$ cat config.mk
export PLATFORM = sky130hd
export DESIGN_NAME = fpu_mul_arb16_flat
export DESIGN_NICKNAME = d
export VERILOG_FILES = /design/src/rtl/fpu_mul_arb16_if.sv /design/src/rtl/fpu_mul_arb16.sv /design/src/flat_wrapper.sv
export SDC_FILE = /design/constraint.sdc
export NUM_CORES = 1
export LEC_CHECK = 0
export CORE_UTILIZATION = 32
export DETAILED_ROUTE_END_ITERATION = 8
export GPL_ROUTABILITY_DRIVEN = 0
export HOLD_SLACK_MARGIN = 0.15
export PLACE_DENSITY = 0.77
export SYNTH_ARGS = -nofsm -noshare
export SYNTH_HDL_FRONTEND = slang
export SYNTH_SLANG_ARGS = --single-unit
$ cat constraint.sdc
create_clock -name clock -period 2 [get_ports clock]
set_input_delay 0.4 -clock clock [delete_from_list [all_inputs] [get_ports clock]]
set_output_delay 0.4 -clock clock [all_outputs]
set_load 0.005 [all_outputs]
$ cat src/rtl/fpu_mul_arb16_if.sv
// ============================================================================
// Module      : fpu_mul_arb16_if
// Description : Request, multiplier and response signal bundle for the
//               fp16 multiplier arbiter.
// Revision    : 1.0  initial release
// ============================================================================
`default_nettype none

interface fpu_mul_arb16_if #(
  parameter int NREQ  = 4,
  parameter int FLAGW = 5
);
  localparam int IDW = (NREQ > 1) ? $clog2(NREQ) : 1;

  logic [NREQ-1:0]    reqValid;
  logic [NREQ*16-1:0] reqOp1;
  logic [NREQ*16-1:0] reqOp2;
  logic [NREQ-1:0]    reqReady;

  logic [15:0]        mulIn1;
  logic [15:0]        mulIn2;
  logic               mulStart;
  logic               mulReset;
  logic [15:0]        mulOut;
  logic               mulDone;
  logic [3:0]         mulCond;
  logic [FLAGW-1:0]   mulFlags;

  logic               rspValid;
  logic               rspReady;
  logic [IDW-1:0]     rspId;
  logic [15:0]        rspResult;
  logic [3:0]         rspCond;
  logic [FLAGW-1:0]   rspFlags;
  logic               rspErr;

  modport slave (
    input  reqValid, reqOp1, reqOp2,
    output reqReady,
    output mulIn1, mulIn2, mulStart, mulReset,
    input  mulOut, mulDone, mulCond, mulFlags,
    output rspValid, rspId, rspResult, rspCond, rspFlags, rspErr,
    input  rspReady
  );

  modport master (
    output reqValid, reqOp1, reqOp2,
    input  reqReady,
    input  mulIn1, mulIn2, mulStart, mulReset,
    output mulOut, mulDone, mulCond, mulFlags,
    input  rspValid, rspId, rspResult, rspCond, rspFlags, rspErr,
    output rspReady
  );
endinterface

`default_nettype wire

$ cat src/rtl/fpu_mul_arb16.sv
// ============================================================================
// Module      : fpu_mul_arb16
// Description : Round-robin arbiter sharing one fp16 multiplier among NREQ
//               requesters. Optional macro FPU_MUL_ARB_TIMEOUT_EN adds a
//               BUSY watchdog that returns a NaN error response.
// Revision    : 1.0  initial release
// ============================================================================
`default_nettype none

module fpu_mul_arb16 #(
  parameter int NREQ    = 4,
  parameter int FLAGW   = 5,
  parameter int TIMEOUT = 64
) (
  input  logic             clock,
  input  logic             reset,
  fpu_mul_arb16_if.slave   bus
);
  localparam int IDW = (NREQ > 1) ? $clog2(NREQ) : 1;

  typedef enum logic [2:0] {
    IDLE  = 3'd0,
    CLEAR = 3'd1,
    START = 3'd2,
    BUSY  = 3'd3,
    RESP  = 3'd4
  } state_t;

  state_t           state;
  state_t           state_nx;
  logic [IDW-1:0]   last_grant;
  logic [IDW-1:0]   grant_idx;
  logic [IDW-1:0]   op_id;
  logic             grant_any;
  logic [IDW:0]     rr_sum;
  logic [IDW-1:0]   rr_cand;
  logic [NREQ-1:0]  ready;
  logic [15:0]      grant_op1;
  logic [15:0]      grant_op2;
  logic [15:0]      op1;
  logic [15:0]      op2;
  logic [15:0]      rsp_result;
  logic [3:0]       rsp_cond;
  logic [FLAGW-1:0] rsp_flags;
  logic             rsp_err;
  logic             timeout_hit;
  logic             accept;
  logic             done_ok;

  // Round-robin search starting one past the previous winner, wrapping at NREQ.
  always_comb begin
    grant_any = 1'b0;
    grant_idx = '0;
    rr_sum    = '0;
    rr_cand   = '0;
    for (int k = 1; k <= NREQ; k++) begin
      rr_sum = {1'b0, last_grant} + (IDW+1)'(k);
      if (rr_sum >= (IDW+1)'(NREQ)) begin
        rr_sum = rr_sum - (IDW+1)'(NREQ);
      end
      rr_cand = rr_sum[IDW-1:0];
      if (!grant_any && bus.reqValid[rr_cand]) begin
        grant_any = 1'b1;
        grant_idx = rr_cand;
      end
    end
  end

  always_comb begin
    grant_op1 = '0;
    grant_op2 = '0;
    for (int i = 0; i < NREQ; i++) begin
      if (grant_idx == IDW'(i)) begin
        grant_op1 = bus.reqOp1[16*i +: 16];
        grant_op2 = bus.reqOp2[16*i +: 16];
      end
    end
  end

  assign accept  = (state == IDLE) && grant_any;
  assign done_ok = (state == BUSY) && bus.mulDone;

  always_ff @(posedge clock or posedge reset) begin
    if (reset) begin
      state <= IDLE;
    end else begin
      state <= state_nx;
    end
  end

  always_comb begin
    state_nx = state;
    ready    = '0;
    case (state)
      IDLE: begin
        if (grant_any) begin
          ready[grant_idx] = 1'b1;
          state_nx         = CLEAR;
        end
      end
      CLEAR:   state_nx = START;
      START:   state_nx = BUSY;
      BUSY: begin
        if (bus.mulDone || timeout_hit) begin
          state_nx = RESP;
        end
      end
      RESP: begin
        if (bus.rspReady) begin
          state_nx = IDLE;
        end
      end
      default: state_nx = IDLE;
    endcase
  end

  always_ff @(posedge clock or posedge reset) begin
    if (reset) begin
      last_grant <= IDW'(NREQ-1);
      op_id      <= '0;
      op1        <= '0;
      op2        <= '0;
      rsp_result <= '0;
      rsp_cond   <= '0;
      rsp_flags  <= '0;
    end else begin
      if (accept) begin
        last_grant <= grant_idx;
        op_id      <= grant_idx;
        op1        <= grant_op1;
        op2        <= grant_op2;
      end
      if (done_ok) begin
        rsp_result <= bus.mulOut;
        rsp_cond   <= bus.mulCond;
        rsp_flags  <= bus.mulFlags;
      end else if (timeout_hit) begin
        rsp_result <= 16'h7E00;
        rsp_cond   <= '0;
        rsp_flags  <= '0;
      end
    end
  end

`ifdef FPU_MUL_ARB_TIMEOUT_EN
  localparam int CW = $clog2(TIMEOUT + 1);

  logic [CW-1:0] busy_cnt;

  always_ff @(posedge clock or posedge reset) begin
    if (reset) begin
      busy_cnt <= '0;
    end else if (state != BUSY) begin
      busy_cnt <= '0;
    end else begin
      busy_cnt <= busy_cnt + CW'(1);
    end
  end

  // Fires in the last of TIMEOUT consecutive BUSY cycles without done.
  assign timeout_hit = (state == BUSY) && !bus.mulDone && (busy_cnt == CW'(TIMEOUT - 1));

  always_ff @(posedge clock or posedge reset) begin
    if (reset) begin
      rsp_err <= 1'b0;
    end else if (done_ok) begin
      rsp_err <= 1'b0;
    end else if (timeout_hit) begin
      rsp_err <= 1'b1;
    end
  end
`else
  logic unused_cfg;

  assign timeout_hit = 1'b0;
  assign rsp_err     = 1'b0;
  assign unused_cfg  = (TIMEOUT > 0);
`endif

  // Local restart also follows the block reset so an aborted op is cleared.
  assign bus.mulReset  = reset | (state == CLEAR);
  assign bus.mulStart  = (state == START);
  assign bus.mulIn1    = op1;
  assign bus.mulIn2    = op2;
  assign bus.reqReady  = ready;
  assign bus.rspValid  = (state == RESP);
  assign bus.rspId     = op_id;
  assign bus.rspResult = rsp_result;
  assign bus.rspCond   = rsp_cond;
  assign bus.rspFlags  = rsp_flags;
  assign bus.rspErr    = rsp_err;

endmodule

`default_nettype wire

$ cat src/flat_wrapper.sv
// flat-port wrapper written by rule: the top's interface ports become plain ports
module fpu_mul_arb16_flat 
#(
  parameter int NREQ    = 4,
  parameter int FLAGW   = 5,
  parameter int TIMEOUT = 64
)
  (clock, reset, bus_reqValid, bus_reqOp1, bus_reqOp2, bus_reqReady, bus_mulIn1, bus_mulIn2, bus_mulStart, bus_mulReset, bus_mulOut, bus_mulDone, bus_mulCond, bus_mulFlags, bus_rspValid, bus_rspId, bus_rspResult, bus_rspCond, bus_rspFlags, bus_rspErr, bus_rspReady);
  fpu_mul_arb16_if #(.NREQ(NREQ), .FLAGW(FLAGW)) bus_i ();
  input  logic clock;
  input  logic reset;
  input wire logic [$bits(bus_i.reqValid)-1:0] bus_reqValid;
  input wire logic [$bits(bus_i.reqOp1)-1:0] bus_reqOp1;
  input wire logic [$bits(bus_i.reqOp2)-1:0] bus_reqOp2;
  output wire logic [$bits(bus_i.reqReady)-1:0] bus_reqReady;
  output wire logic [$bits(bus_i.mulIn1)-1:0] bus_mulIn1;
  output wire logic [$bits(bus_i.mulIn2)-1:0] bus_mulIn2;
  output wire logic [$bits(bus_i.mulStart)-1:0] bus_mulStart;
  output wire logic [$bits(bus_i.mulReset)-1:0] bus_mulReset;
  input wire logic [$bits(bus_i.mulOut)-1:0] bus_mulOut;
  input wire logic [$bits(bus_i.mulDone)-1:0] bus_mulDone;
  input wire logic [$bits(bus_i.mulCond)-1:0] bus_mulCond;
  input wire logic [$bits(bus_i.mulFlags)-1:0] bus_mulFlags;
  output wire logic [$bits(bus_i.rspValid)-1:0] bus_rspValid;
  output wire logic [$bits(bus_i.rspId)-1:0] bus_rspId;
  output wire logic [$bits(bus_i.rspResult)-1:0] bus_rspResult;
  output wire logic [$bits(bus_i.rspCond)-1:0] bus_rspCond;
  output wire logic [$bits(bus_i.rspFlags)-1:0] bus_rspFlags;
  output wire logic [$bits(bus_i.rspErr)-1:0] bus_rspErr;
  input wire logic [$bits(bus_i.rspReady)-1:0] bus_rspReady;
  assign bus_i.reqValid = bus_reqValid;
  assign bus_i.reqOp1 = bus_reqOp1;
  assign bus_i.reqOp2 = bus_reqOp2;
  assign bus_reqReady = bus_i.reqReady;
  assign bus_mulIn1 = bus_i.mulIn1;
  assign bus_mulIn2 = bus_i.mulIn2;
  assign bus_mulStart = bus_i.mulStart;
  assign bus_mulReset = bus_i.mulReset;
  assign bus_i.mulOut = bus_mulOut;
  assign bus_i.mulDone = bus_mulDone;
  assign bus_i.mulCond = bus_mulCond;
  assign bus_i.mulFlags = bus_mulFlags;
  assign bus_rspValid = bus_i.rspValid;
  assign bus_rspId = bus_i.rspId;
  assign bus_rspResult = bus_i.rspResult;
  assign bus_rspCond = bus_i.rspCond;
  assign bus_rspFlags = bus_i.rspFlags;
  assign bus_rspErr = bus_i.rspErr;
  assign bus_i.rspReady = bus_rspReady;
  fpu_mul_arb16 #(.NREQ(NREQ), .FLAGW(FLAGW), .TIMEOUT(TIMEOUT)) u_core (.clock(clock), .reset(reset), .bus(bus_i));
endmodule
==> results.py, run 1 <==
metrics = {
    "run_status": {
        "status": "complete, but fails checks",
        "violations": "setup timing",
    },
    "routing": {
        "wire_per_inst_um": 17.2,
        "drtPass1Iterations": 4,
        "drt_iter0_drc": 170,
        "drc": 0,
        "ant_nets": 0,
        "detail_route.vias_per_cell": 5.15,
        "vias": 3670,
        "wl_um": 12300,
    },
    "place": {
        "postPlaceCellArea_um2": 5880,
        "dp_hpwl_um": 8850,
        "dpl.cell_count": 695,
        "io_buffers": 226,
    },
    "timing": {
        "max_freq_ghz": 0.447,
        "worstMarginPinSlew_ps": 841,
        "drv_slew": 0,
        "fin_skew_ps": 11.2,
        "rsz0062_at_grt": "true",
        "fin_ws_ps": -235,
        "fin_crit_sh": 1.12,
        "setup_viol": 4,
        "maxSlewHeadroom": 0.439,
        "min_period_ps": 2240,
        "whs_ps": 498,
        "hold_viol_final": 0,
    },
    "pwr": {
        "comb_power_share": 0.570,
        "power.internal_mw": 5.04,
        "switching_share": 0.353,
        "powerDensity_nw_per_um2": 1260,
        "power.total_mw": 7.79,
        "p_sw_mw": 2.75,
        "cellLeakagePower_nw": 2.54,
        "seqPwrFrac": 0.302,
        "clock_power_share": 0.128,
        "peakVddDrop_mv": 0.737,
    },
    "cts": {
        "clock_latency_ps": 330,
        "cts_buffers": 9,
        "cts_tree": "yes",
        "cts_buffer_depth": 2,
        "h-tree-depth": 3,
        "cts_sinks": 64,
        "clk_pin_slew_ps": 70,
        "cts_hold_buf": 0,
        "cts-root-buf": "clkbuf_8",
    },
    "die": {
        "row_count": 36,
        "num_io_pins": 228,
        "coreArea_um2": 9910,
        "start_util": 0.334,
        "die_y_um": 104,
        "dieArea_um2": 10800,
        "die_w_um": 104,
    },
    "synth": {
        "synth_enable_flop_cells": 0,
        "ys_ff_latch": 64,
        "yosysWarnings": 0,
        "synth_area_um2": 3310,
        "synth_seq_area_share": 0.484,
        "async_flop_share": 1.00,
        "synth_cell_types": 39,
        "yosys_most_used_dff": "dfrtp_1",
        "synthTopCellsByArea": "dfrtp_1, nand2_1, mux2_2",
        "synth.largest_area_cell": "dfrtp_1",
        "syn_inst": 334,
        "synthesis.nets": 495,
        "syn_area_per_cell_um2": 9.92,
        "synth_top_cell_area_share": 0.468,
    },
    "setup_path": {
        "r2r_start": "u_core.state[1]$_DFFE_PP0P_",
        "worstPathRequired_ps": 1600,
        "cpLargestDelayFamily": "flip-flops",
        "crit_fanout": 3,
        "slowest_delay_ps": 580,
        "crit_path_start_kind": "register",
        "cp_num_buf_inv": 2,
        "cpMostUsedCell": "nand2_2",
        "path_cells": "nand2_2 > buf_6 > a221oi_4 > nand2_2 > nor3_4 > buf_2",
        "critPathArrivalTime_ps": 1840,
        "ff2ff_path_depth": 5,
        "timing.rr.end": "u_core.bus.mulIn1[7]$_DFFE_PP0P_",
        "endpoint_kind": "output port",
        "critical-path-slowest-cell": "dfstp_2",
        "path_class": "register to output port",
        "r2r_slack_ps": 20,
    },
    "finish": {
        "design_area_um2": 6170,
        "seq_area_um2": 1600,
        "syn2layout_area_growth_pct": 86.4,
        "multi_input_area_um2": 1650,
        "post_route_cells_drive_above_1_share": 0.172,
        "n_fill_cell": 844,
        "final_cells": 713,
        "antenna-diode-count": 0,
        "fin_util": 0.623,
        "nets": 737,
    },
    "hold_path": {
        "min-delay-start": "u_core.bus.rspId[0]$_DFFE_PP0P_",
        "hp-class": "register to register",
        "holdPathStages": 2,
        "min_to": "u_core.bus.rspId[0]$_DFFE_PP0P_",
    },
    "global_route": {
        "grt_overflow": 0,
        "grt_usage": 0.227,
        "grt_max_degree": 65,
        "grt_pass1_vias": 3951,
        "antenna_found_initial": 0,
        "grt_pass1_wl_um": 19600,
    },
    "run": {
        "cap_violations": 0,
    },
}
[registers in the layout, summed over array words and instances (netlist names)]
register / cells
u_core.bus.rspResult: 16
u_core.last_grant: 2
u_core.bus.rspId: 2
u_core.bus.mulIn2: 16
u_core.bus.rspFlags: 5
u_core.bus.rspCond: 4
u_core.bus.mulIn1: 16
u_core.state: 3
[routing by layer]
| layer | global-route usage | routed length [µm] |
|---|---|---|
| met5 | 0 | 0 |
| met4 | 0.0704 | 189 |
| met3 | 0.0818 | 1140 |
| met2 | 0.413 | 6150 |
| met1 | 0.246 | 4780 |
[kinds of logic after synthesis]
logic type             share of synthesized area
and+or+nand+nor                            0.148
DFF                                        0.484
muxes                                      0.112
buffers and inverters                     0.0498
AOI/OAI and AO/OA                          0.205
other                                    0.00113
[layout make-up]
type | count | share of cell area
Tap cell | 133 | 0.0270
Sequential cell | 64 | 0.260
Timing Repair Buffer | 261 | 0.414
Clock buffer | 12 | 0.0251
Multi-Input combinational cell | 236 | 0.268
Clock inverter | 3 | 0.00284
Inverter | 4 | 0.00344
[how the worst max path moves through the flow]
stage                                startpoint              end  slack [ps]  cells after the start
2_1_floorplan                   bus_reqValid[3]  bus_reqReady[0]        -180                      7
3_3_place_gp                    bus_reqValid[3]  bus_reqReady[0]        -890                      6
3_5_place_dp                    bus_reqValid[3]  bus_reqReady[0]        -900                      6
4_1_cts             u_core.state[2]$_DFFE_PP0P_  bus_reqReady[0]        -250                      4
5_1_grt        u_core.last_grant[1]$_DFFE_PP1P_  bus_reqReady[2]        -350                      6
6_report       u_core.last_grant[1]$_DFFE_PP1P_  bus_reqReady[2]        -240                      6
[synthesized netlist by cell type (all sizes together), types with 2 or more instances]
cell / number
nor3: 3
o22ai: 12
dfstp: 2
inv: 4
nand2b: 2
nor2: 21
mux2i: 9
dfrtp: 62
a221oi: 10
clkbuf: 13
buf: 17
mux2: 25
nor4: 2
o21ai: 6
a32oi: 23
a21oi: 3
nand2: 83
o221ai: 23
[placed cells by master, fill, tap and decap left out, types with 3 or more instances in the layout]
cell,n
dlygate4sd2_1,7
a32oi_1,23
nand2_1,81
buf_6,9
mux2_2,25
nor2_1,18
a21oi_1,3
a221oi_1,9
mux2i_1,9
clkbuf_8,11
o221ai_1,23
clkdlybuf4s50_1,215
dfrtp_1,62
o22ai_1,10
buf_4,25
buf_2,3
[what timing repair did]
item / CTS / global route
resized for setup: 45 / 10
setup endpoints to repair: 39 / 36
pin swaps: 8 / 5
buffers inserted: 3 / 3
[through the flow]
step,worst slack (ps),TNS [ps]
final,-235,-757
after global routing,-352,-2180
after CTS,-249,-694
after detailed placement,-897,-17710
after global placement,-888,-17510
after floorplan,-176,-223
[worst register-to-register path, cell delays in order (launching register included)]
cell	delay (ps)
dfrtp_1	400
or4_4	520
buf_4	290
nor3_4	290
buf_4	230
a32oi_1	120
[power by group through the flow]
stage,Clock [mW],Sequential [mW],Combinational (mW)
floorplan,0,2.35,1.92
global placement,0,2.31,4.20
detailed placement,0,2.35,4.28
CTS,1.03,2.35,4.39
global route,1.09,2.44,4.82
finish,1.00,2.35,4.44
Note: power is estimated with default switching activity, not from simulation.
==> run 2, diff against run 1 <==
- RECOVER_POWER: default -> 50
==> run 2 against run 1 <==
The run still ends with setup timing left. Core utilization decreased by 0.088 points. Clock power barely moved. Via count up 0.27%. Critical path depth stayed put. Worst hold slack hardly changed. Cell count is the same. Highest routed layer unchanged.
==> results.py, run 2 (synthesized netlist as in run 1, its figures left out) <==
metrics = {
    "routing": {
        "drt_iter0_drc": 157,
        "ant_nets": 0,
        "wl_um": 12200,
        "drtPass1Iterations": 4,
        "vias": 3680,
        "wire_per_inst_um": 17.2,
        "detail_route.vias_per_cell": 5.16,
        "drc": 0,
    },
    "place": {
        "io_buffers": 226,
        "dp_hpwl_um": 8850,
        "dp_slack_ps": -897,
    },
    "global_route": {
        "grt_usage": 0.227,
        "grt_overflow": 0,
        "grt_pass1_wl_um": 19600,
        "grt_pass1_vias": 3951,
        "antenna_found_initial": 0,
        "grt_max_degree": 65,
    },
    "run_status": {
        "violations": "setup timing",
        "status": "complete, but fails checks",
    },
    "timing": {
        "setup_viol": 4,
        "fin_crit_sh": 1.12,
        "maxSlewHeadroom": 0.401,
        "max_freq_ghz": 0.448,
        "fin_skew_ps": 11.2,
        "drv_slew": 0,
        "hold_viol_final": 0,
        "worstMarginPinSlew_ps": 899,
        "min_period_ps": 2230,
        "rsz0062_at_grt": "true",
        "fin_ws_ps": -234,
        "tns_ps": -752,
    },
    "finish": {
        "syn2layout_area_growth_pct": 86.1,
        "final_cell_mix": "clkdlybuf4s50_1, nand2_1, dfrtp_1",
        "antenna-diode-count": 0,
        "final_common_cell": "clkdlybuf4s50_1",
        "post_route_cells_drive_above_1_share": 0.171,
        "nets": 737,
    },
    "setup_path": {
        "path_cells": "nand2_2 > buf_6 > a221oi_4 > nand2_2 > nor3_4 > buf_2",
        "ff2ff_path_depth": 5,
        "path_class": "register to output port",
        "worstPathRequired_ps": 1600,
        "cpMostUsedCell": "nand2_2",
        "slowest_delay_ps": 580,
        "critical-path-slowest-cell": "dfstp_2",
        "crit_path_start_kind": "register",
        "endpoint_kind": "output port",
        "critPathArrivalTime_ps": 1830,
        "crit_fanout": 3,
    },
    "cts": {
        "cts_sinks": 64,
        "cts_buffer_depth": 2,
        "clk_pin_slew_ps": 70,
        "cts-root-buf": "clkbuf_8",
        "cts_hold_buf": 0,
        "clock_latency_ps": 330,
        "h-tree-depth": 3,
        "cts_tree": "yes",
        "cts_buffers": 9,
    },
    "pwr": {
        "cellLeakagePower_nw": 2.54,
        "powerDensity_nw_per_um2": 1260,
        "power.total_mw": 7.78,
        "peakVddDrop_mv": 0.737,
    },
    "die": {
        "num_io_pins": 228,
        "row_count": 36,
        "die_w_um": 104,
        "start_util": 0.334,
        "coreArea_um2": 9910,
        "dieArea_um2": 10800,
        "die_y_um": 104,
    },
    "hold_path": {
        "holdPathStages": 2,
        "hp-class": "register to register",
    },
    "run": {
        "cap_violations": 0,
    },
}
## run 2: cell types whose count changed in the layout (fill, tap and decap cells not counted), sizes merged
cell | previous run | this run
buf | 39 | 37
clkbuf | 12 | 14
clkdlybuf4s50 | 215 | 214
dlygate4sd3 | 0 | 1
## run 2: metrics by stage
step / util / area [µm²] / hold WS, ps / std cells
after floorplan: - / 3340 / 471 / 334
after global placement: 0.594 / 5880 / 467 / 695
after detailed placement: 0.594 / 5880 / 466 / 695
after CTS: 0.617 / 6110 / 500 / 712
after global routing: 0.622 / 6170 / 525 / 713
final: 0.622 / 6170 / 498 / 713
## run 2: power breakdown
part	internal, mW	switching [mW]	total [mW]
combinational	2.55	1.88	4.43
sequential	1.98	0.368	2.35
clock	0.507	0.493	1.00
total	5.04	2.74	7.78
## run 2: critical path: cells and delay by family, from the launching register on
kind | cells | cell delay (ps)
AND/OR/NAND/NOR | 3 | 350
flip-flops | 1 | 580
AO/OA/AOI/OAI | 1 | 300
buffers and inverters | 2 | 270
## run 2: timing repair
action | in CTS | in global routing
gates resized for setup | 45 | 10
setup endpoints to repair | 39 | 36
pin swaps | 8 | 5
buffers inserted | 3 | 3
endpoints found under the hold margin | 0 | 0
## run 2: final cells by class
type,instances,area (µm²)
Clock buffer,12,155
Clock inverter,3,17.5
Fill cell,844,3740
Inverter,4,21.3
Multi-Input combinational cell,236,1650
Sequential cell,64,1600
Tap cell,133,166
Timing Repair Buffer,261,2550
## run 2: per-layer routing
layer  wire length [µm]  GRT usage  vias to the layer above
li1                   -          -                     1723
met1               4720      0.246                     1764
met2               6160      0.413                      177
met3               1170     0.0818                       16
met4                189     0.0704                        0
met5                  0          0                        -
## run 2: worst paths after layout
kind	start	slack, ps	end
worst max-delay path	u_core.last_grant[1]$_DFFE_PP1P_	-230	bus_reqReady[2]
min in group asynchronous	reset	880	u_core.state[0]$_DFFE_PP0P_
max in group asynchronous	reset	530	u_core.bus.mulIn1[8]$_DFFE_PP0P_
worst min register to register	u_core.bus.rspId[0]$_DFFE_PP0P_	500	u_core.bus.rspId[0]$_DFFE_PP0P_
worst max register to register	u_core.state[2]$_DFFE_PP0P_	20	u_core.bus.mulIn1[7]$_DFFE_PP0P_
worst min-delay path	u_core.bus.rspId[0]$_DFFE_PP0P_	500	u_core.bus.rspId[0]$_DFFE_PP0P_
